`src/rtl/rv_soc_pkg.sv`:
```
// Shared SoC constants and the fetch-buffer entry type used between core, ROM and prefetch logic.
package rv_soc_pkg;

  localparam int unsigned DATA_WIDTH = 32;
  localparam int unsigned ROM_DEPTH  = 1024;
  localparam int unsigned ADDR_WIDTH = $clog2(ROM_DEPTH);
  localparam int unsigned RESET_PC   = 0;

  typedef struct packed {
    logic [DATA_WIDTH-1:0] instr;
    logic [ADDR_WIDTH-1:0] pc;
  } fetch_entry_t;

endpackage

```
`src/rtl/instr_prefetch_buf_if.sv`:
```
// Core-side fetch handshake plus ROM read port of the instruction prefetch buffer.
interface instr_prefetch_buf_if #(
  parameter int unsigned DATA_WIDTH = rv_soc_pkg::DATA_WIDTH,
  parameter int unsigned ADDR_WIDTH = rv_soc_pkg::ADDR_WIDTH
);

  logic                  redirect_i;
  logic [ADDR_WIDTH-1:0] redirect_pc_i;
  logic                  instr_valid_o;
  logic [DATA_WIDTH-1:0] instr_o;
  logic [ADDR_WIDTH-1:0] instr_pc_o;
  logic                  instr_ready_i;
  logic                  rom_en_o;
  logic [ADDR_WIDTH-1:0] rom_addr_o;
  logic [DATA_WIDTH-1:0] rom_data_i;

  // master: the prefetch buffer; slave: the core and ROM around it.
  modport master (
    input  redirect_i, redirect_pc_i, instr_ready_i, rom_data_i,
    output instr_valid_o, instr_o, instr_pc_o, rom_en_o, rom_addr_o
  );

  modport slave (
    output redirect_i, redirect_pc_i, instr_ready_i, rom_data_i,
    input  instr_valid_o, instr_o, instr_pc_o, rom_en_o, rom_addr_o
  );

endinterface

```
`src/rtl/sync_fifo.sv`:
```
// Single-clock FIFO with synchronous flush; head data is presented combinationally.
module sync_fifo #(
  parameter int unsigned Width = 8,
  parameter int unsigned Depth = 4
) (
  input  logic                       clk,
  input  logic                       rstn,
  input  logic                       i_push,
  input  logic [Width-1:0]           i_data,
  input  logic                       i_pop,
  input  logic                       i_flush,
  output logic [Width-1:0]           o_data,
  output logic [$clog2(Depth):0]     o_count
);

  localparam int unsigned PtrW = $clog2(Depth);
  localparam int unsigned CntW = PtrW + 1;

  logic [Width-1:0] r_mem [Depth];
  logic [PtrW-1:0]  r_wr_ptr;
  logic [PtrW-1:0]  r_rd_ptr;
  logic [CntW-1:0]  r_count;

  always_ff @(posedge clk or negedge rstn) begin
    if (!rstn) begin
      for (int unsigned i = 0; i < Depth; i++) r_mem[i] <= '0;
      r_wr_ptr <= '0;
      r_rd_ptr <= '0;
      r_count  <= '0;
    end else if (i_flush) begin
      r_wr_ptr <= '0;
      r_rd_ptr <= '0;
      r_count  <= '0;
    end else begin
      // A push into a full FIFO is legal only alongside a pop of the same slot.
      if (i_push) begin
        r_mem[r_wr_ptr] <= i_data;
        r_wr_ptr        <= r_wr_ptr + PtrW'(1);
      end
      if (i_pop) r_rd_ptr <= r_rd_ptr + PtrW'(1);
      unique case ({i_push, i_pop})
        2'b10:   r_count <= r_count + CntW'(1);
        2'b01:   r_count <= r_count - CntW'(1);
        default: r_count <= r_count;
      endcase
    end
  end

  assign o_data  = r_mem[r_rd_ptr];
  assign o_count = r_count;

endmodule

```
`src/rtl/instr_prefetch_buf.sv`:
```
// Instruction prefetch buffer: sequential fetch address, fixed-latency ROM return pipeline,
// credit-limited issue into a small FIFO, and redirect with full flush.
module instr_prefetch_buf #(
  parameter int unsigned DATA_WIDTH  = rv_soc_pkg::DATA_WIDTH,
  parameter int unsigned ADDR_WIDTH  = rv_soc_pkg::ADDR_WIDTH,
  parameter int unsigned FIFO_DEPTH  = 4,
  parameter int unsigned ROM_LATENCY = 0,
  parameter int unsigned RESET_PC    = rv_soc_pkg::RESET_PC
) (
  input logic                  clk,
  input logic                  rstn,
  instr_prefetch_buf_if.master bus
);

  localparam int unsigned EntryW = DATA_WIDTH + ADDR_WIDTH;
  localparam int unsigned CntW   = $clog2(FIFO_DEPTH) + 1;
  localparam int unsigned OccW   = CntW + 2;

  logic                  r_run;
  logic [ADDR_WIDTH-1:0] r_fetch_pc;

  logic                  w_valid;
  logic                  w_pop;
  logic                  w_push;
  logic                  w_issue;
  logic                  w_ret_vld;
  logic [ADDR_WIDTH-1:0] w_ret_pc;
  logic [OccW-1:0]       w_inflight;
  logic [OccW-1:0]       w_occ;
  logic [CntW-1:0]       w_count;
  logic [EntryW-1:0]     w_head;

  assign w_valid = (w_count != '0);
  assign w_pop   = w_valid & bus.instr_ready_i;

  // Credit check covers buffered and in-flight words; the pop frees a slot this edge.
  assign w_occ   = OccW'(w_count) + w_inflight - OccW'(w_pop);
  assign w_issue = r_run & ~bus.redirect_i & (w_occ < OccW'(FIFO_DEPTH));
  assign w_push  = w_ret_vld & ~bus.redirect_i;

  always_ff @(posedge clk or negedge rstn) begin
    if (!rstn) begin
      r_run      <= 1'b0;
      r_fetch_pc <= ADDR_WIDTH'(RESET_PC);
    end else begin
      r_run <= 1'b1;
      if (bus.redirect_i) begin
        r_fetch_pc <= bus.redirect_pc_i;
      end else if (w_issue) begin
        r_fetch_pc <= r_fetch_pc + ADDR_WIDTH'(1);
      end
    end
  end

  if (ROM_LATENCY == 0) begin : g_comb_rom
    assign w_inflight = '0;
    assign w_ret_vld  = w_issue;
    assign w_ret_pc   = r_fetch_pc;
  end else begin : g_rom_pipe
    logic                  r_pipe_vld [ROM_LATENCY];
    logic [ADDR_WIDTH-1:0] r_pipe_pc  [ROM_LATENCY];

    always_ff @(posedge clk or negedge rstn) begin
      if (!rstn) begin
        for (int unsigned i = 0; i < ROM_LATENCY; i++) begin
          r_pipe_vld[i] <= 1'b0;
          r_pipe_pc[i]  <= '0;
        end
      end else begin
        r_pipe_vld[0] <= w_issue;
        r_pipe_pc[0]  <= r_fetch_pc;
        for (int unsigned i = 1; i < ROM_LATENCY; i++) begin
          r_pipe_vld[i] <= r_pipe_vld[i-1] & ~bus.redirect_i;
          r_pipe_pc[i]  <= r_pipe_pc[i-1];
        end
      end
    end

    always_comb begin
      w_inflight = '0;
      for (int unsigned i = 0; i < ROM_LATENCY; i++) begin
        w_inflight = w_inflight + OccW'(r_pipe_vld[i]);
      end
    end

    assign w_ret_vld = r_pipe_vld[ROM_LATENCY-1];
    assign w_ret_pc  = r_pipe_pc[ROM_LATENCY-1];
  end

  sync_fifo #(
    .Width (EntryW),
    .Depth (FIFO_DEPTH)
  ) u_fifo (
    .clk     (clk),
    .rstn    (rstn),
    .i_push  (w_push),
    .i_data  ({bus.rom_data_i, w_ret_pc}),
    .i_pop   (w_pop),
    .i_flush (bus.redirect_i),
    .o_data  (w_head),
    .o_count (w_count)
  );

  assign bus.instr_valid_o = w_valid;
  assign bus.instr_o       = w_head[EntryW-1:ADDR_WIDTH];
  assign bus.instr_pc_o    = w_head[ADDR_WIDTH-1:0];
  assign bus.rom_en_o      = w_issue;
  assign bus.rom_addr_o    = r_fetch_pc;

endmodule

```
`src/flat_wrapper.sv`:
```
// flat-port wrapper written by rule: the top's interface ports become plain ports
module instr_prefetch_buf_flat 
#(
  parameter int unsigned DATA_WIDTH  = rv_soc_pkg::DATA_WIDTH,
  parameter int unsigned ADDR_WIDTH  = rv_soc_pkg::ADDR_WIDTH,
  parameter int unsigned FIFO_DEPTH  = 4,
  parameter int unsigned ROM_LATENCY = 0,
  parameter int unsigned RESET_PC    = rv_soc_pkg::RESET_PC
)
  (clk, rstn, bus_redirect_i, bus_redirect_pc_i, bus_instr_ready_i, bus_rom_data_i, bus_instr_valid_o, bus_instr_o, bus_instr_pc_o, bus_rom_en_o, bus_rom_addr_o);
  instr_prefetch_buf_if #(.DATA_WIDTH(DATA_WIDTH), .ADDR_WIDTH(ADDR_WIDTH)) bus_i ();
  input logic clk;
  input logic rstn;
  input wire logic [$bits(bus_i.redirect_i)-1:0] bus_redirect_i;
  input wire logic [$bits(bus_i.redirect_pc_i)-1:0] bus_redirect_pc_i;
  input wire logic [$bits(bus_i.instr_ready_i)-1:0] bus_instr_ready_i;
  input wire logic [$bits(bus_i.rom_data_i)-1:0] bus_rom_data_i;
  output wire logic [$bits(bus_i.instr_valid_o)-1:0] bus_instr_valid_o;
  output wire logic [$bits(bus_i.instr_o)-1:0] bus_instr_o;
  output wire logic [$bits(bus_i.instr_pc_o)-1:0] bus_instr_pc_o;
  output wire logic [$bits(bus_i.rom_en_o)-1:0] bus_rom_en_o;
  output wire logic [$bits(bus_i.rom_addr_o)-1:0] bus_rom_addr_o;
  assign bus_i.redirect_i = bus_redirect_i;
  assign bus_i.redirect_pc_i = bus_redirect_pc_i;
  assign bus_i.instr_ready_i = bus_instr_ready_i;
  assign bus_i.rom_data_i = bus_rom_data_i;
  assign bus_instr_valid_o = bus_i.instr_valid_o;
  assign bus_instr_o = bus_i.instr_o;
  assign bus_instr_pc_o = bus_i.instr_pc_o;
  assign bus_rom_en_o = bus_i.rom_en_o;
  assign bus_rom_addr_o = bus_i.rom_addr_o;
  instr_prefetch_buf #(.DATA_WIDTH(DATA_WIDTH), .ADDR_WIDTH(ADDR_WIDTH), .FIFO_DEPTH(FIFO_DEPTH), .ROM_LATENCY(ROM_LATENCY), .RESET_PC(RESET_PC)) u_core (.clk(clk), .rstn(rstn), .bus(bus_i));
endmodule
```
`config.mk`:
```
export PLATFORM = sky130hd
export DESIGN_NAME = instr_prefetch_buf_flat
export DESIGN_NICKNAME = d
export VERILOG_FILES = /design/src/rtl/rv_soc_pkg.sv /design/src/rtl/instr_prefetch_buf_if.sv /design/src/rtl/sync_fifo.sv /design/src/rtl/instr_prefetch_buf.sv /design/src/flat_wrapper.sv
export SDC_FILE = /design/constraint.sdc
export NUM_CORES = 1
export LEC_CHECK = 0
export BUFFER_PORTS_ARGS = -buffer_cell sky130_fd_sc_hd__buf_4
export CAP_MARGIN = 20
export CORE_MARGIN = 2
export CORE_UTILIZATION = 45
export CTS_CLUSTER_SIZE = 30
export DETAILED_ROUTE_END_ITERATION = 7
export GPL_TIMING_DRIVEN = 0
export PLACE_DENSITY_LB_ADDON = 0.2
export SKIP_CTS_REPAIR_TIMING = 1
export SYNTH_ARGS = -nofsm -noshare
export SYNTH_HDL_FRONTEND = slang
export SYNTH_SLANG_ARGS = --single-unit
```
`constraint.sdc`:
```
create_clock -name clk -period 6.5 [get_ports clk]
set_clock_uncertainty 0.05 [all_clocks]
set_input_delay 0.65 -clock clk [delete_from_list [all_inputs] [get_ports clk]]
set_output_delay 0.65 -clock clk [all_outputs]
set_load 0.005 [all_outputs]
```
# Yosys cells after proc, flatten, opt, wreduce, memory -nomap -nowiden
# Cells that the tools add are included.
[op_classes] n_eq_ne=2 n_mul=0 n_reduce_logical=7 div_mod_pow=0 n_shift=0 n_addsub=6 magnitude_cmp=4 bitwise=7 mux=14
[op_table] op="$bwmux 168" n=1
[op_table] op="$mux 42" n=3
[op_table] op="$bmux 42 s2" n=1
[op_table] op="$demux 42 s2" n=1
[op_table] op="$mux 10" n=2
[op_table] op="$add 10x1->10 const B" n=1
[op_table] op="$mux 2" n=4
[op_table] op="$ge 3x3->1 const B" n=2
[op_table] op="$not 2->3" n=2
[op_table] op="$pmux 3 s2" n=1
[op_table] op="$reduce_bool 2->1" n=3
[op_table] op="$reduce_bool 3->1" n=2
[op_table] op="$lt 5x3->1 const B" n=1
[op_table] op="$add 2x1->2 const B" n=2
[op_table] op="$and 1x1->1" n=4
[op_table] op="$sub 3x1->4" n=1
[op_table] op="$add 3x1->3 const B" n=1
[op_table] op="$lt 3x1->1 const B" n=1
[op_table] op="$mux 3" n=1
[op_table] op="$sub 3x1->3 const B" n=1
[op_table] op="$eq 2x1->1 const B" n=1
[op_table] op="$eq 2x2->1 const B" n=1
[op_table] op="$reduce_and 2->1" n=1
[op_table] op="$logic_and 1x1->1" n=1
[op_table] op="$not 1->1" n=1
[totals] out_inout_bits=54 latch_bits=0 in_bits=46 rom_bits=0 n_memories=0 reg_bits=186 word_cells=49 mem_bits_rw=0

# Logic depth before layout (Yosys ltp)
# Gate-level depths: netlist (run 1).
[logic_depth] ltp_word=9 depth_mapped=10 mapped_depth_nobuf=8

# Hierarchy
# Synthesis (run 1) repeated with hierarchy kept, for this count alone.
[unflattened] cells_unflattened=517 hier_area_um2=9056.2
[modules_own_cells] module="sync_fifo" area_each_um2=8378.0 cells_each=446 instances=1 seq_area_each_um2=4379.2
[modules_own_cells] module="instr_prefetch_buf" area_each_um2=678.2 cells_each=71 instances=1 seq_area_each_um2=275.3

# Worst setup path after synthesis (run 1)
# OpenSTA, ideal clock, no wires.
[synth_timing] path_kind="input -> register" from="input bus_instr_ready_i" to="register u_core.u_fifo.r_count[2], in the netlist u_core.u_fifo.o_count[2]" arrival_ps=2135 stages=10 setup_slack_ps=4179 t_required_ps=6314 setup_time_ps=136 n_path_buf=2 cell_sequence="and4bb_1 > buf_6 > o21a_4 > buf_12 > nor2_1 > fa_1 > a21oi_1 > nor2_1 > a311oi_1 > a21oi_1"
[synth_between] elab_chain_cells=8 elab_cells_between_ends=10 cone_classes="add/sub (1); order compare (1); eq/ne (2); mux (2); bitwise (3); reduce/logical (1)"
[synth_rtl] element="from (decl)" line="flat_wrapper.sv:16" source="input wire logic [$bits(bus_i.instr_ready_i)-1:0] bus_instr_ready_i;"
[synth_rtl] element="$and 1x1->1 (*)" line="instr_prefetch_buf.sv:34" source="assign w_pop = w_valid & bus.instr_ready_i;"
[synth_rtl] element="$sub 3x1->4 (*)" line="instr_prefetch_buf.sv:37" source="assign w_occ = OccW'(w_count) + w_inflight - OccW'(w_pop);"
[synth_rtl] element="$lt 5x3->1 (*)" line="instr_prefetch_buf.sv:38" source="assign w_issue = r_run & ~bus.redirect_i & (w_occ < OccW'(FIFO_DEPTH));"
[synth_rtl] element="$and 1x1->1 (*)" line="instr_prefetch_buf.sv:38"
[synth_rtl] element="net bus_rom_en_o" line="flat_wrapper.sv:21" source="output wire logic [$bits(bus_i.rom_en_o)-1:0] bus_rom_en_o;"
[synth_rtl] element="$and 1x1->1 (*)" line="instr_prefetch_buf.sv:39" source="assign w_push = w_ret_vld & ~bus.redirect_i;"
[synth_rtl] element="$eq 2x1->1 or $eq 2x2->1 (tied branches)" line="sync_fifo.sv:41" source="unique case ({i_push, i_pop})"
[synth_rtl] element="$pmux 3 s2" line="sync_fifo.sv:41"
[synth_rtl] element="$mux 3" line="sync_fifo.sv:30" source="end else if (i_flush) begin"
[synth_rtl] element="to (signal assigned)" line="sync_fifo.sv:42" source="2'b10: r_count <= r_count + CntW'(1);"
[synth_rtl] element="to (signal assigned)" line="sync_fifo.sv:43" source="2'b01: r_count <= r_count - CntW'(1);"
[synth_rtl] element="to (signal assigned)" line="sync_fifo.sv:44" source="default: r_count <= r_count;"
[synth_rtl] element="to (decl)" line="sync_fifo.sv:22" source="logic [CntW-1:0] r_count;"
# Mark *: on every way through the listed nets, which the timed path passes. The rest lies on a longest branch.
# A chain may end at the register's enable or synchronous reset.

# Worst setup path in the final report (run 1)
[layout_timing] from="register u_core.u_fifo.r_rd_ptr[0]" to="output bus_instr_pc_o[4]"
[layout_between] elab_chain_cells=4
[layout_rtl] element="from (decl)" line="sync_fifo.sv:21" source="logic [PtrW-1:0] r_rd_ptr;"
[layout_rtl] element="from (signal assigned)" line="sync_fifo.sv:40" source="if (i_pop) r_rd_ptr <= r_rd_ptr + PtrW'(1);"
[layout_rtl] element="$not 2->3 (not written as such)" line="sync_fifo.sv:49" source="assign o_data = r_mem[r_rd_ptr];"
[layout_rtl] element="$bmux 42 s2" line="sync_fifo.sv:49"
[layout_rtl] element="$mux 42 (not written as such) (2 in a row)" line="sync_fifo.sv:49"
[layout_rtl] element="to (decl)" line="flat_wrapper.sv:20" source="output wire logic [$bits(bus_i.instr_pc_o)-1:0] bus_instr_pc_o;"
# No other way between the ends. The select of a mux whose other input is x is not followed.

==> results of run 1 <==
## per-stage QoR
stage	hold WS [ns]	worst slack, ns
2_1_floorplan	0.304	4.18
3_3_place_gp	0.433	3.66
3_5_place_dp	0.437	3.71
4_1_cts	0.108	3.24
5_1_grt	0.128	3.13
6_report	0.0991	3.39
## flip-flops by register name, indices dropped and copies added (netlist names)
name,count
u_core.u_fifo.r_mem,168
u_core.bus.rom_addr_o,10
u_core.u_fifo.o_count,3
u_core.u_fifo.r_rd_ptr,2
u_core.u_fifo.r_wr_ptr,2
u_core.r_run,1
## cell type report
| class | instances | share of cell area [%] |
|---|---|---|
| Buffer | 34 | 3.82 |
| Clock buffer | 20 | 4.08 |
| Clock inverter | 12 | 1.68 |
| Inverter | 3 | 0.103 |
| Multi-Input combinational cell | 303 | 37.6 |
| Sequential cell | 186 | 42.5 |
| Tap cell | 270 | 3.09 |
| Timing Repair Buffer | 100 | 7.11 |
## power groups by stage
stage                     Combinational [W]  Sequential [W]  Clock (W)
after floorplan                     0.00134         0.00185          0
after global placement              0.00185         0.00191          0
after detailed placement            0.00189         0.00196          0
after CTS                           0.00190         0.00195    0.00114
after global routing                0.00200         0.00201    0.00119
final                               0.00186         0.00195    0.00111
## critical path, cell delays in order (launching register included)
cell	delay, ns
sky130_fd_sc_hd__dfrtp_1	0.32
sky130_fd_sc_hd__clkbuf_1	0.46
sky130_fd_sc_hd__buf_2	0.46
sky130_fd_sc_hd__mux4_2	0.58
sky130_fd_sc_hd__buf_4	0.16
## worst max-delay path by stage
stage / startpoint / endpoint / slack, ns / cells after the start
final: u_core.u_fifo.r_rd_ptr[0] / bus_instr_pc_o[4] / 3.39 / 4
after global routing: u_core.u_fifo.r_rd_ptr[0] / bus_instr_pc_o[3] / 3.13 / 4
after CTS: u_core.u_fifo.r_rd_ptr[0] / bus_instr_o[4] / 3.24 / 4
after detailed placement: u_core.u_fifo.r_rd_ptr[0] / bus_instr_pc_o[4] / 3.71 / 4
after global placement: rstn / u_core.u_fifo.r_mem[109] / 3.66 / 1
after floorplan: bus_instr_ready_i / u_core.u_fifo.o_count[2] / 4.18 / 10
## cell usage in the layout (no fill, tap or decap), types with 9 or more instances in the layout
cell / count
sky130_fd_sc_hd__mux4_2: 42
sky130_fd_sc_hd__dfrtp_1: 186
sky130_fd_sc_hd__nor2_1: 9
sky130_fd_sc_hd__buf_12: 17
sky130_fd_sc_hd__clkbuf_16: 17
sky130_fd_sc_hd__buf_4: 98
sky130_fd_sc_hd__mux2_4: 160
sky130_fd_sc_hd__nand2_1: 14
sky130_fd_sc_hd__clkbuf_1: 13
sky130_fd_sc_hd__o21ai_0: 13
## routing by layer
layer  routed length, um  global-route usage (%)  part of all wire, %  vias up
met2                9110                    29.3                   49       84
met3                 714                    4.69                  3.9        9
met4                 122                    3.94                 0.66        0
met1                8480                    25.2                   46     2586
met5                   0                       0                    0        -
li1                    -                       -                    -     2169
## logic make-up (layout without fill, tap and decap cells)
logic type / Yosys count / after routing
AO/OA/AOI/OAI: 29 / 29
multiplexers: 212 / 212
AND/OR/NAND/NOR: 44 / 44
other: 1 / 1
buffers and inverters: 37 / 169
adder cells (fa/ha/maj): 6 / 6
XOR/XNOR: 11 / 11
flip-flops: 186 / 186
==> metrics.md, run 1 <==
| Metric | Value |
|---|---|
| Relative slew margins | `about half` |
| Number of instances in the synthesized netlist | `between 500 and 600` |
| Fraction of final layout cells with drive strength greater than 1 | `a little under three fifths` |
| Reg2reg end | `u_core.u_fifo.o_count[2]` |
| Net count after synthesis | `578` |
| Startpoint of the lowest-slack register-to-register path | `u_core.u_fifo.o_count[1]` |
| Main synth FF type | `sky130_fd_sc_hd__dfrtp_1` |
| Clock edge transition at the registers on the reported setup and hold paths | `0.07 ns` |
| Final critical-path share of the clock period | `47.8%` |
| Number of CTS-inserted buffers | `17` |
| Antenna violations before repair | `0` |
| 1st-pass router iterations | `4` |
| Sinks on the clock net | `between 150 and 200` |
| Max cap viols | `0` |
| Vias in the first global route | `roughly 5,400` |
| Leftover overflow at the end of global routing | `0` |
| Total Routing Usage GR | `a little under a fifth` |
| Library cell with the highest instance count after synthesis | `sky130_fd_sc_hd__dfrtp_1` |
| Synthesized cell area | `a little over 0.009 mm^2` |
| Portion of synthesized cell area occupied by the leading cell type | `around 51%` |
| Share of the synthesized area in compound gates (AO/OA/AOI/OAI) | `around 2%` |
| Net switching power of the design | `~0.0013 W` |
| Slew at the pin closest to its max-slew limit | `0.743 ns` |
| Starting density of the core | `around 46%` |
| Highest ir drop seen on vdd | `between 150 and 200 uV` |
| Maximum number of pins on one net before global-route repair | `126` |
| DRC violation total after the first TritonRoute iteration | `248` |
| Post-Synth XOR/XNOR Area | `roughly 1.0%` |
| Synth area leader | `sky130_fd_sc_hd__dfrtp_1` |
| Setup repair after global routing missed its margin | `no` |
| Footprint of the flip-flops and latches | `~0.0047 mm^2` |
| Yosys synthesis warning count | `0` |
| Synthesis-to-layout area growth | `19.0%` |
| Maximum root-to-sink buffer count | `2` |
| Via/cell ratio | `between 5 and 6` |
| Vias | `a little under 5,000` |
| Number of input and output port buffers inserted | `99` |
| Yosys reg bits | `between 150 and 200` |
| Maximum fanout encountered on the critical timing path | `10` |
| Pins Over Slew Limit | `0` |
| Static leakage | `5.34 nW` |
| Worst Setup Start Kind | `flip-flop` |
| Flop pwr share | `between 30 and 40%` |
| Number of enable flip-flop cells after synthesis | `0` |
| Most frequent cells after synthesis | `sky130_fd_sc_hd__dfrtp_1 (186), sky130_fd_sc_hd__mux2_4 (160), sky130_fd_sc_hd__mux4_2 (42)` |
| Distinct cell type count of the synthesized netlist | `39` |
| Master cell of the clock root buffer | `sky130_fd_sc_hd__clkbuf_16` |
| Layout Nets | `roughly 700` |
| RD Place Congestion | `roughly 0.76` |
| Final cell count without fillers | `928` |
| Post-DP HPWL | `about 12 mm` |
| Count of endpoints failing setup in the final report | `0` |
| Setup slack, reg-to-reg | `~4.1 ns` |
| Upper clock frequency limit | `~320 MHz` |
| Internal power contribution | `between 0.003 and 0.004 W` |
| Sum of internal, switching and leakage power | `just under 0.005 W` |
| Clock period minus worst slack | `between 3 and 4 ns` |
| Core box area | `~0.020 mm^2` |
| Design Area, Final | `around 0.011 mm^2` |
| Logic pwr share | `between 30 and 40%` |
| Insertion delay to the later sink of the worst-skew pair | `around 0.43 ns` |
| Outcome | `complete, no violations` |
| Setup_tns | `0 ns` |
| Arrival time of the worst setup path | `2.41 ns` |
| Total DRC errors in the routed layout | `0` |
| Number of top-level pins | `100` |
| Worst-case reg-to-reg path depth | `10` |
| Dpl cell area | `around 0.010 mm^2` |
| Detail Route Antenna Nets | `0` |
| Number of levels in the clock H-tree | `4` |
| Area of the die | `approximately 0.022 mm^2` |
| Power per cell area | `449 mW/mm^2` |
| Total wirelength of the detailed-routed design | `between 15 and 20 mm` |
| Dominant combinational cell family by area after synthesis | `multiplexers` |
| Part of the power in the clock network | `around 23%` |
| Die height | `between 100 and 150 um` |
| TritonCTS clock tree | `done` |
| Net switching fraction of the power | `26.9%` |
| Inserted Diodes | `0` |
| Async SR Flop Fraction | `100%` |
| Path type of the worst setup path | `reg -> out` |
| Mean post-synth cell area | `~17 um^2` |
| Post-synthesis simple-gate area fraction | `under 10%` |
| Post-route core utilization | `~54%` |
| Placed Cells | `896` |
| Average wire per cell in the routed design | `roughly 20 um` |
| Fillers | `1,622` |
| Horizontal extent of the die | `between 100 and 150 um` |
| Leading cell types by total area after synthesis | `sky130_fd_sc_hd__dfrtp_1 (51%), sky130_fd_sc_hd__mux2_4 (26%), sky130_fd_sc_hd__mux4_2 (10%)` |
| Row Count | `52` |
| Proportion of synthesized chip area in sequential cells | `between 50 and 60%` |
| Required time worst endpoint | `between 5 and 6 ns` |
| Element type at the critical path end | `output pin` |
| Share of synthesized cell area in full adder, half adder and majority cells | `less than 1%` |
| Area of combinational cells with multiple inputs | `0.00411 mm^2` |
| Wire length of the first global-routing pass | `roughly 31 mm` |
| Number of endpoints with negative hold slack in the final report | `0` |
| Fraction of synthesized area in multiplexers | `37.6%` |
| Hold crit path type | `in -> async` |
Power figures use the tool's default switching activity.
==> inputs of run 2 (changes only) <==
==> constraint.sdc (replaced) <==
create_clock -name clk -period 2.6 [get_ports clk]
set_clock_uncertainty 0.05 [all_clocks]
set_input_delay 0.26 -clock clk [delete_from_list [all_inputs] [get_ports clk]]
set_output_delay 0.26 -clock clk [all_outputs]
set_load 0.005 [all_outputs]
==> metrics.md, run 2 (synthesis gave the netlist of run 1 again) <==
| Metric | Value |
|---|---|
| Post-route core utilization | `54.5% (+0.25 points)` |
| Horizontal extent of the die | `147 um (unchanged)` |
| Leftover overflow at the end of global routing | `0 (unchanged)` |
| Number of endpoints with negative hold slack in the final report | `3 (+3)` |
| Total wirelength of the detailed-routed design | `18.4 mm (about the same)` |
| Master cell of the clock root buffer | `sky130_fd_sc_hd__clkbuf_16` |
| Worst Setup Start Kind | `flip-flop` |
| Row Count | `52 (unchanged)` |
| Insertion delay to the later sink of the worst-skew pair | `0.43 ns (about the same)` |
| Setup slack, reg-to-reg | `0.23 ns (-3.90 ns)` |
| TritonCTS clock tree | `done` |
| Element type at the critical path end | `output pin` |
| Required time worst endpoint | `2.29 ns (-3.51 ns)` |
| Area of combinational cells with multiple inputs | `0.00411 mm^2 (unchanged)` |
| Static leakage | `5.37 nW (+0.50%)` |
| Hold Slack | `-0.00699 ns (-0.106 ns)` |
| Clock period minus worst slack | `approximately 2.4 ns` |
| Worst-case reg-to-reg path depth | `10 (unchanged)` |
| Fillers | `1,619 (-0.18%)` |
| Die height | `147 um (unchanged)` |
| CP Cell Sequence | `buf_2 > mux4_2 > buf_4` |
| Number of levels in the clock H-tree | `4 (unchanged)` |
| Number of top-level pins | `100 (unchanged)` |
| Via/cell ratio | `5.22 (-0.14%)` |
| Internal power contribution | `0.00900 W (+150%)` |
| Upper clock frequency limit | `approximately 420 MHz` |
| Endpoint of the worst hold-timing path | `u_core.bus.rom_addr_o[8]` |
| Category of cells accounting for the largest share of critical-path delay | `multiplexers` |
| Logic pwr share | `37.7% (about the same)` |
| Startpoint of the lowest-slack register-to-register path | `u_core.u_fifo.o_count[1]` |
| Hold Path Stages | `3` |
| Final cell count without fillers | `931 (+0.32%)` |
| Flop pwr share | `39.7% (about the same)` |
| Number of input and output port buffers inserted | `99 (unchanged)` |
| Net switching fraction of the power | `26.9% (-0.032 points)` |
| Antenna violations before repair | `0 (unchanged)` |
| Clock edge transition at the registers on the reported setup and hold paths | `0.07 ns (about the same)` |
| Synthesis-to-layout area growth | `19.5%` |
| Worst-path cell with the longest stage delay | `sky130_fd_sc_hd__mux4_2` |
| Post-DP HPWL | `12.1 mm (unchanged)` |
| Arrival time of the worst setup path | `2.07 ns (-0.34 ns)` |
| Hold crit path type | `in -> reg` |
| Core box area | `0.0202 mm^2 (unchanged)` |
| Most frequent standard cell in the layout excluding fill and tap cells | `sky130_fd_sc_hd__dfrtp_1` |
| Maximum single-stage delay on the critical path | `0.57 ns (about the same)` |
| Detail Route Antenna Nets | `0 (unchanged)` |
| Average wire per cell in the routed design | `19.8 um (-0.30%)` |
| Reg2reg end | `u_core.u_fifo.o_count[2]` |
| Hold Path Origin | `bus_redirect_pc_i[8]` |
| Wire length of the first global-routing pass | `30.5 mm (unchanged)` |
| Fraction of final layout cells with drive strength greater than 1 | `57.0% (+0.50 points)` |
| Setup repair after global routing missed its margin | `no` |
| Vias in the first global route | `5,423 (unchanged)` |
| Placed Cells | `896 (unchanged)` |
| Part of the power in the clock network | `22.6% (about the same)` |
| Outcome | `complete, but fails checks` |
| Final critical-path share of the clock period | `roughly 91%` |
| Area of the die | `0.0216 mm^2 (unchanged)` |
| Commonest cells after routing, fill and taps aside | `sky130_fd_sc_hd__dfrtp_1 (185), sky130_fd_sc_hd__mux2_4 (160), sky130_fd_sc_hd__buf_4 (98)` |
| RD Place Congestion | `0.764 (unchanged)` |
| Sinks on the clock net | `186 (unchanged)` |
| Total DRC errors in the routed layout | `0 (unchanged)` |
| Net switching power of the design | `0.00331 W (+150%)` |
| Pins Over Slew Limit | `0 (unchanged)` |
| Top reg by flops | `u_core.u_fifo.r_mem` |
| Maximum number of pins on one net before global-route repair | `126 (unchanged)` |
| Number of flip-flops in the largest register | `168 (unchanged)` |
| Inserted Diodes | `0 (unchanged)` |
| Slew at the pin closest to its max-slew limit | `0.650 ns (-0.0931 ns)` |
| Vias | `4,857 (+0.19%)` |
| Maximum root-to-sink buffer count | `2 (unchanged)` |
| Total Routing Usage GR | `18.2% (unchanged)` |
| Path type of the worst setup path | `reg -> out` |
| Setup_tns | `0 ns (unchanged)` |
| Count of endpoints failing setup in the final report | `0 (unchanged)` |
| Highest ir drop seen on vdd | `490 uV (+180%)` |
| Layout Nets | `700 (+0.43%)` |
| Maximum fanout encountered on the critical timing path | `10 (unchanged)` |
| Logic depth of the worst path, buffers included | `3 (-1)` |
| Failing checks | `hold timing` |
| Power per cell area | `1120 mW/mm^2 (+150%)` |
| Number of CTS-inserted buffers | `17 (unchanged)` |
| Count of buffer and inverter cells on the critical path | `2 (-1)` |
| DRC violation total after the first TritonRoute iteration | `244 (-1.6%)` |
| 1st-pass router iterations | `4 (unchanged)` |
| Relative slew margins | `56.7% (+6.2 points)` |
| Footprint of the flip-flops and latches | `0.00466 mm^2 (about the same)` |
| Max cap viols | `0 (unchanged)` |
| Starting density of the core | `45.6% (unchanged)` |
run 2: cell count changes in the layout (fill, tap and decap cells not counted):
cell | previous run | this run
sky130_fd_sc_hd__clkbuf_1 | 13 | 8
sky130_fd_sc_hd__clkbuf_2 | 0 | 4
sky130_fd_sc_hd__dlygate4sd3_1 | 0 | 4
sky130_fd_sc_hd__clkbuf_4 | 0 | 3
sky130_fd_sc_hd__dfrtp_1 | 186 | 185
sky130_fd_sc_hd__buf_2 | 5 | 2
sky130_fd_sc_hd__dfrtp_2 | 0 | 1
run 2: area by class of cell:
| class | count | share of cell area (%) |
|---|---|---|
| flip-flops and latches | 186 | 42.3 |
| multi-input cells | 303 | 37.4 |
| repair buffers | 104 | 7.44 |
| clock buffers | 20 | 4.06 |
| plain buffers | 33 | 3.88 |
| well taps | 270 | 3.07 |
| clock inverters | 12 | 1.67 |
| inverters | 3 | 0.102 |
run 2: routing by layer:
layer / vias up / share of wire, % / track usage, %
met5: - / 0 / 0
met4: 0 / 0.85 / 3.94
met3: 13 / 3.8 / 4.69
met2: 84 / 49 / 29.3
met1: 2587 / 46 / 25.2
li1: 2173 / - / -
run 2: worst register-to-register path, stage by stage (launching register included):
cell                       delay [ns]
sky130_fd_sc_hd__dfrtp_1         0.46
sky130_fd_sc_hd__and4bb_1        0.32
sky130_fd_sc_hd__buf_6           0.14
sky130_fd_sc_hd__o21a_4          0.14
sky130_fd_sc_hd__buf_12          0.15
sky130_fd_sc_hd__nor2_1          0.06
sky130_fd_sc_hd__fa_1            0.40
sky130_fd_sc_hd__a21oi_1         0.14
sky130_fd_sc_hd__nor2_1          0.06
sky130_fd_sc_hd__a311oi_1        0.22
sky130_fd_sc_hd__a21oi_1         0.10
run 2: through the flow:
step / total power [W] / hold WS (ns) / setup WS, ns / area (um^2)
3_3_place_gp: 0.00940 / 0.422 / 0.152 / 10300
4_1_cts: 0.0125 / -0.282 / -0.271 / 10900
5_1_grt: 0.0130 / 0.00403 / 0.0944 / 11000
3_5_place_dp: 0.00962 / 0.184 / 0.202 / 10300
2_1_floorplan: 0.00798 / -0.0856 / 0.417 / 9200
6_report: 0.0123 / -0.00699 / 0.223 / 11000
run 2: worst max path at each step:
stage / start / to / slack [ns]
final: u_core.u_fifo.r_rd_ptr[0] / bus_instr_o[24] / 0.22
after detailed placement: u_core.u_fifo.r_rd_ptr[0] / bus_instr_pc_o[4] / 0.20
after CTS: u_core.u_fifo.r_rd_ptr[0] / bus_instr_o[4] / -0.27
after global routing: u_core.u_fifo.r_rd_ptr[0] / bus_instr_o[24] / 0.09
after floorplan: u_core.u_fifo.o_count[1] / u_core.u_fifo.o_count[2] / 0.42
after global placement: rstn / u_core.u_fifo.r_mem[109] / 0.15
run 2: power groups by stage:
| stage | sequential, W | clock [W] | combinational, W |
|---|---|---|---|
| after detailed placement | 0.00489 | 0 | 0.00473 |
| final | 0.00489 | 0.00278 | 0.00464 |
| after global routing | 0.00506 | 0.00297 | 0.00497 |
| after CTS | 0.00487 | 0.00284 | 0.00475 |
| after floorplan | 0.00463 | 0 | 0.00336 |
| after global placement | 0.00478 | 0 | 0.00463 |
==> inputs of run 3 (changes only) <==
--- a/config.mk
+++ b/config.mk
@@ -7,8 +7,10 @@
 export LEC_CHECK = 0
 export BUFFER_PORTS_ARGS = -buffer_cell sky130_fd_sc_hd__buf_4
 export CAP_MARGIN = 20
+export CELL_PAD_IN_SITES_DETAIL_PLACEMENT = 0
+export CELL_PAD_IN_SITES_GLOBAL_PLACEMENT = 2
 export CORE_MARGIN = 2
-export CORE_UTILIZATION = 45
+export CORE_UTILIZATION = 40
 export CTS_CLUSTER_SIZE = 30
 export DETAILED_ROUTE_END_ITERATION = 7
 export GPL_TIMING_DRIVEN = 0
==> metrics.md, run 3 (synthesis gave the netlist of run 1 again) <==
| Metric | Value |
|---|---|
| Element type at the critical path end | `flip-flop` |
| Flop pwr share | `40.0% (+0.3 points)` |
| Highest ir drop seen on vdd | `369 uV (-25%)` |
| Upper clock frequency limit | `416 MHz (-1.1%)` |
| Fillers | `1,932 (+19%)` |
| Hold Path Origin | `bus_redirect_pc_i[7]` |
| Setup slack, reg-to-reg | `0.20 ns (-0.03 ns)` |
| TritonCTS clock tree | `done` |
| Hold crit path type | `in -> reg` |
| Maximum fanout encountered on the critical timing path | `9 (-1)` |
| Endpoint of the worst hold-timing path | `u_core.bus.rom_addr_o[7]` |
| Dpl cell area | `0.0103 mm^2 (+0.18%)` |
| Net switching power of the design | `0.00343 W (+3.7%)` |
| Core box area | `0.0226 mm^2 (+12%)` |
| Maximum number of pins on one net before global-route repair | `129 (+2.4%)` |
| Vias | `4,911 (+1.1%)` |
| Starting density of the core | `40.7% (-4.9 points)` |
| Number of input and output port buffers inserted | `99 (unchanged)` |
| Placed Cells | `911 (+1.7%)` |
| Setup repair after global routing missed its margin | `no` |
| Relative slew margins | `56.7% (about the same)` |
| Synthesis-to-layout area growth | `19.9%` |
| Sinks on the clock net | `186 (unchanged)` |
| Detail Route Antenna Nets | `0 (unchanged)` |
| DRC violation total after the first TritonRoute iteration | `199 (-18%)` |
| Final critical-path share of the clock period | `92.4% (+1.0 points)` |
| RD Place Congestion | `0.694 (-9.1%)` |
| Total Routing Usage GR | `17.1% (-1.0 points)` |
| Via/cell ratio | `5.16 (-1.0%)` |
| Most frequent standard cell in the layout excluding fill and tap cells | `sky130_fd_sc_hd__dfrtp_1` |
| Footprint of the flip-flops and latches | `0.00466 mm^2 (unchanged)` |
| Reg2reg end | `u_core.u_fifo.o_count[2]` |
| Inserted Diodes | `0 (unchanged)` |
| Max cap viols | `0 (unchanged)` |
| Horizontal extent of the die | `156 um (+5.9%)` |
| Vias in the first global route | `5,517 (+1.7%)` |
| Hold Slack | `0.0269 ns (+0.0338 ns)` |
| Number of levels in the clock H-tree | `4 (unchanged)` |
| Master cell of the clock root buffer | `sky130_fd_sc_hd__clkbuf_16` |
| Outcome | `complete, no violations` |
| Part of the power in the clock network | `21.7% (-0.9 points)` |
| Static leakage | `5.38 nW (+0.18%)` |
| Logic pwr share | `38.3% (+0.6 points)` |
| Number of CTS-inserted buffers | `17 (unchanged)` |
| Die height | `156 um (+5.9%)` |
| Worst-case reg-to-reg path depth | `10 (unchanged)` |
| Total DRC errors in the routed layout | `0 (unchanged)` |
| 1st-pass router iterations | `4 (unchanged)` |
| Post-DP HPWL | `12.7 mm (+4.7%)` |
| Average wire per cell in the routed design | `20.6 um (+3.9%)` |
| Final cell count without fillers | `951 (+2.1%)` |
| Area of the die | `0.0242 mm^2 (+12%)` |
| Pins Over Slew Limit | `0 (unchanged)` |
| Fraction of final layout cells with drive strength greater than 1 | `56.9% (-0.13 points)` |
| Worst Setup Start Kind | `flip-flop` |
| Internal power contribution | `0.00880 W (-2.3%)` |
| Power per cell area | `1110 mW/mm^2 (-0.93%)` |
| Wire length of the first global-routing pass | `31.8 mm (+4.0%)` |
| Clock period minus worst slack | `2.40 ns (+0.0260 ns)` |
| Maximum root-to-sink buffer count | `2 (unchanged)` |
| Clock edge transition at the registers on the reported setup and hold paths | `0.08 ns (about the same)` |
| Number of top-level pins | `100 (unchanged)` |
| Row Count | `55 (+5.8%)` |
| Total wirelength of the detailed-routed design | `19.6 mm (+6.1%)` |
| Hold Path Stages | `3 (unchanged)` |
| Insertion delay to the later sink of the worst-skew pair | `0.44 ns (about the same)` |
| Number of flip-flops in the largest register | `168 (unchanged)` |
| Layout Nets | `705 (+0.71%)` |
| Path type of the worst setup path | `reg -> reg` |
| Count of endpoints failing setup in the final report | `0 (unchanged)` |
| Antenna violations before repair | `0 (unchanged)` |
| Design Area, Final | `0.0110 mm^2 (+0.27%)` |
| Top reg by flops | `u_core.u_fifo.r_mem` |
| Required time worst endpoint | `2.85 ns (+0.56 ns)` |
| Area of combinational cells with multiple inputs | `0.00411 mm^2 (unchanged)` |
| Arrival time of the worst setup path | `2.65 ns (+0.58 ns)` |
| Number of endpoints with negative hold slack in the final report | `0 (-3)` |
| Slew at the pin closest to its max-slew limit | `0.649 ns (-0.000435 ns)` |
| Net switching fraction of the power | `28.0% (+1.2 points)` |
| Commonest cells after routing, fill and taps aside | `sky130_fd_sc_hd__dfrtp_1 (185), sky130_fd_sc_hd__mux2_4 (160), sky130_fd_sc_hd__buf_4 (98)` |
| Startpoint of the lowest-slack register-to-register path | `u_core.u_fifo.o_count[1]` |
| Leftover overflow at the end of global routing | `0 (unchanged)` |
run 3: cell types whose count changed in the layout (fill, tap and decap cells not counted), sizes merged:
cell / previous run / this run
dlygate4sd3: 4 / 9
clkbuf: 33 / 31
clkinvlp: 2 / 1
buf: 120 / 119
clkinv: 3 / 6
inv: 6 / 9
bufinv: 4 / 2
run 3: final cells by class:
type	count	share of cell area, %
Multi-Input combinational cell	303	37.3
Buffer	33	3.89
Clock buffer	17	3.86
Tap cell	285	3.23
Inverter	3	0.102
Clock inverter	15	1.49
Timing Repair Buffer	109	7.88
Sequential cell	186	42.2
run 3: power groups by stage:
| stage | Combinational [W] | Clock [W] | Sequential [W] |
|---|---|---|---|
| 5_1_grt | 0.00504 | 0.00286 | 0.00505 |
| 6_report | 0.00468 | 0.00265 | 0.00489 |
| 2_1_floorplan | 0.00336 | 0 | 0.00463 |
| 3_3_place_gp | 0.00466 | 0 | 0.00478 |
| 4_1_cts | 0.00479 | 0.00272 | 0.00487 |
| 3_5_place_dp | 0.00477 | 0 | 0.00489 |
run 3: critical path, cell delays in order, from the launching register on:
cell	delay, ns
sky130_fd_sc_hd__dfrtp_1	0.46
sky130_fd_sc_hd__and4bb_1	0.32
sky130_fd_sc_hd__buf_6	0.14
sky130_fd_sc_hd__o21a_4	0.14
sky130_fd_sc_hd__buf_12	0.15
sky130_fd_sc_hd__nor2_1	0.06
sky130_fd_sc_hd__fa_1	0.41
sky130_fd_sc_hd__a21oi_1	0.16
sky130_fd_sc_hd__nor2_1	0.06
sky130_fd_sc_hd__a311oi_1	0.22
sky130_fd_sc_hd__a21oi_1	0.10
run 3: worst max path at each step:
stage,endpoint,depth (start not counted),from,slack [ns]
3_3_place_gp,u_core.u_fifo.r_mem[119],1,rstn,0.11
2_1_floorplan,u_core.u_fifo.o_count[2],10,u_core.u_fifo.o_count[1],0.42
5_1_grt,u_core.u_fifo.o_count[2],10,u_core.u_fifo.o_count[0],0.05
3_5_place_dp,bus_instr_o[4],4,u_core.u_fifo.r_rd_ptr[0],0.19
4_1_cts,bus_instr_o[4],4,u_core.u_fifo.r_rd_ptr[0],-0.30
6_report,u_core.u_fifo.o_count[2],10,u_core.u_fifo.o_count[1],0.20
run 3: metal layers:
layer	track usage, %	vias up	part of all wire (%)
met5	0	-	0
met4	5.33	0	1.2
met3	3.81	15	3.5
met2	27.2	90	48
met1	23.7	2626	47
li1	-	2180	-
run 3: stage by stage:
step	setup TNS (ns)	worst slack, ns	power [W]	util, %
floorplan	0	0.417	0.00798	-
global placement	0	0.111	0.00944	45.6
detailed placement	0	0.191	0.00966	45.8
CTS	-9.37	-0.296	0.0124	48.4
global route	0	0.0513	0.0130	48.8
finish	0	0.197	0.0122	48.8
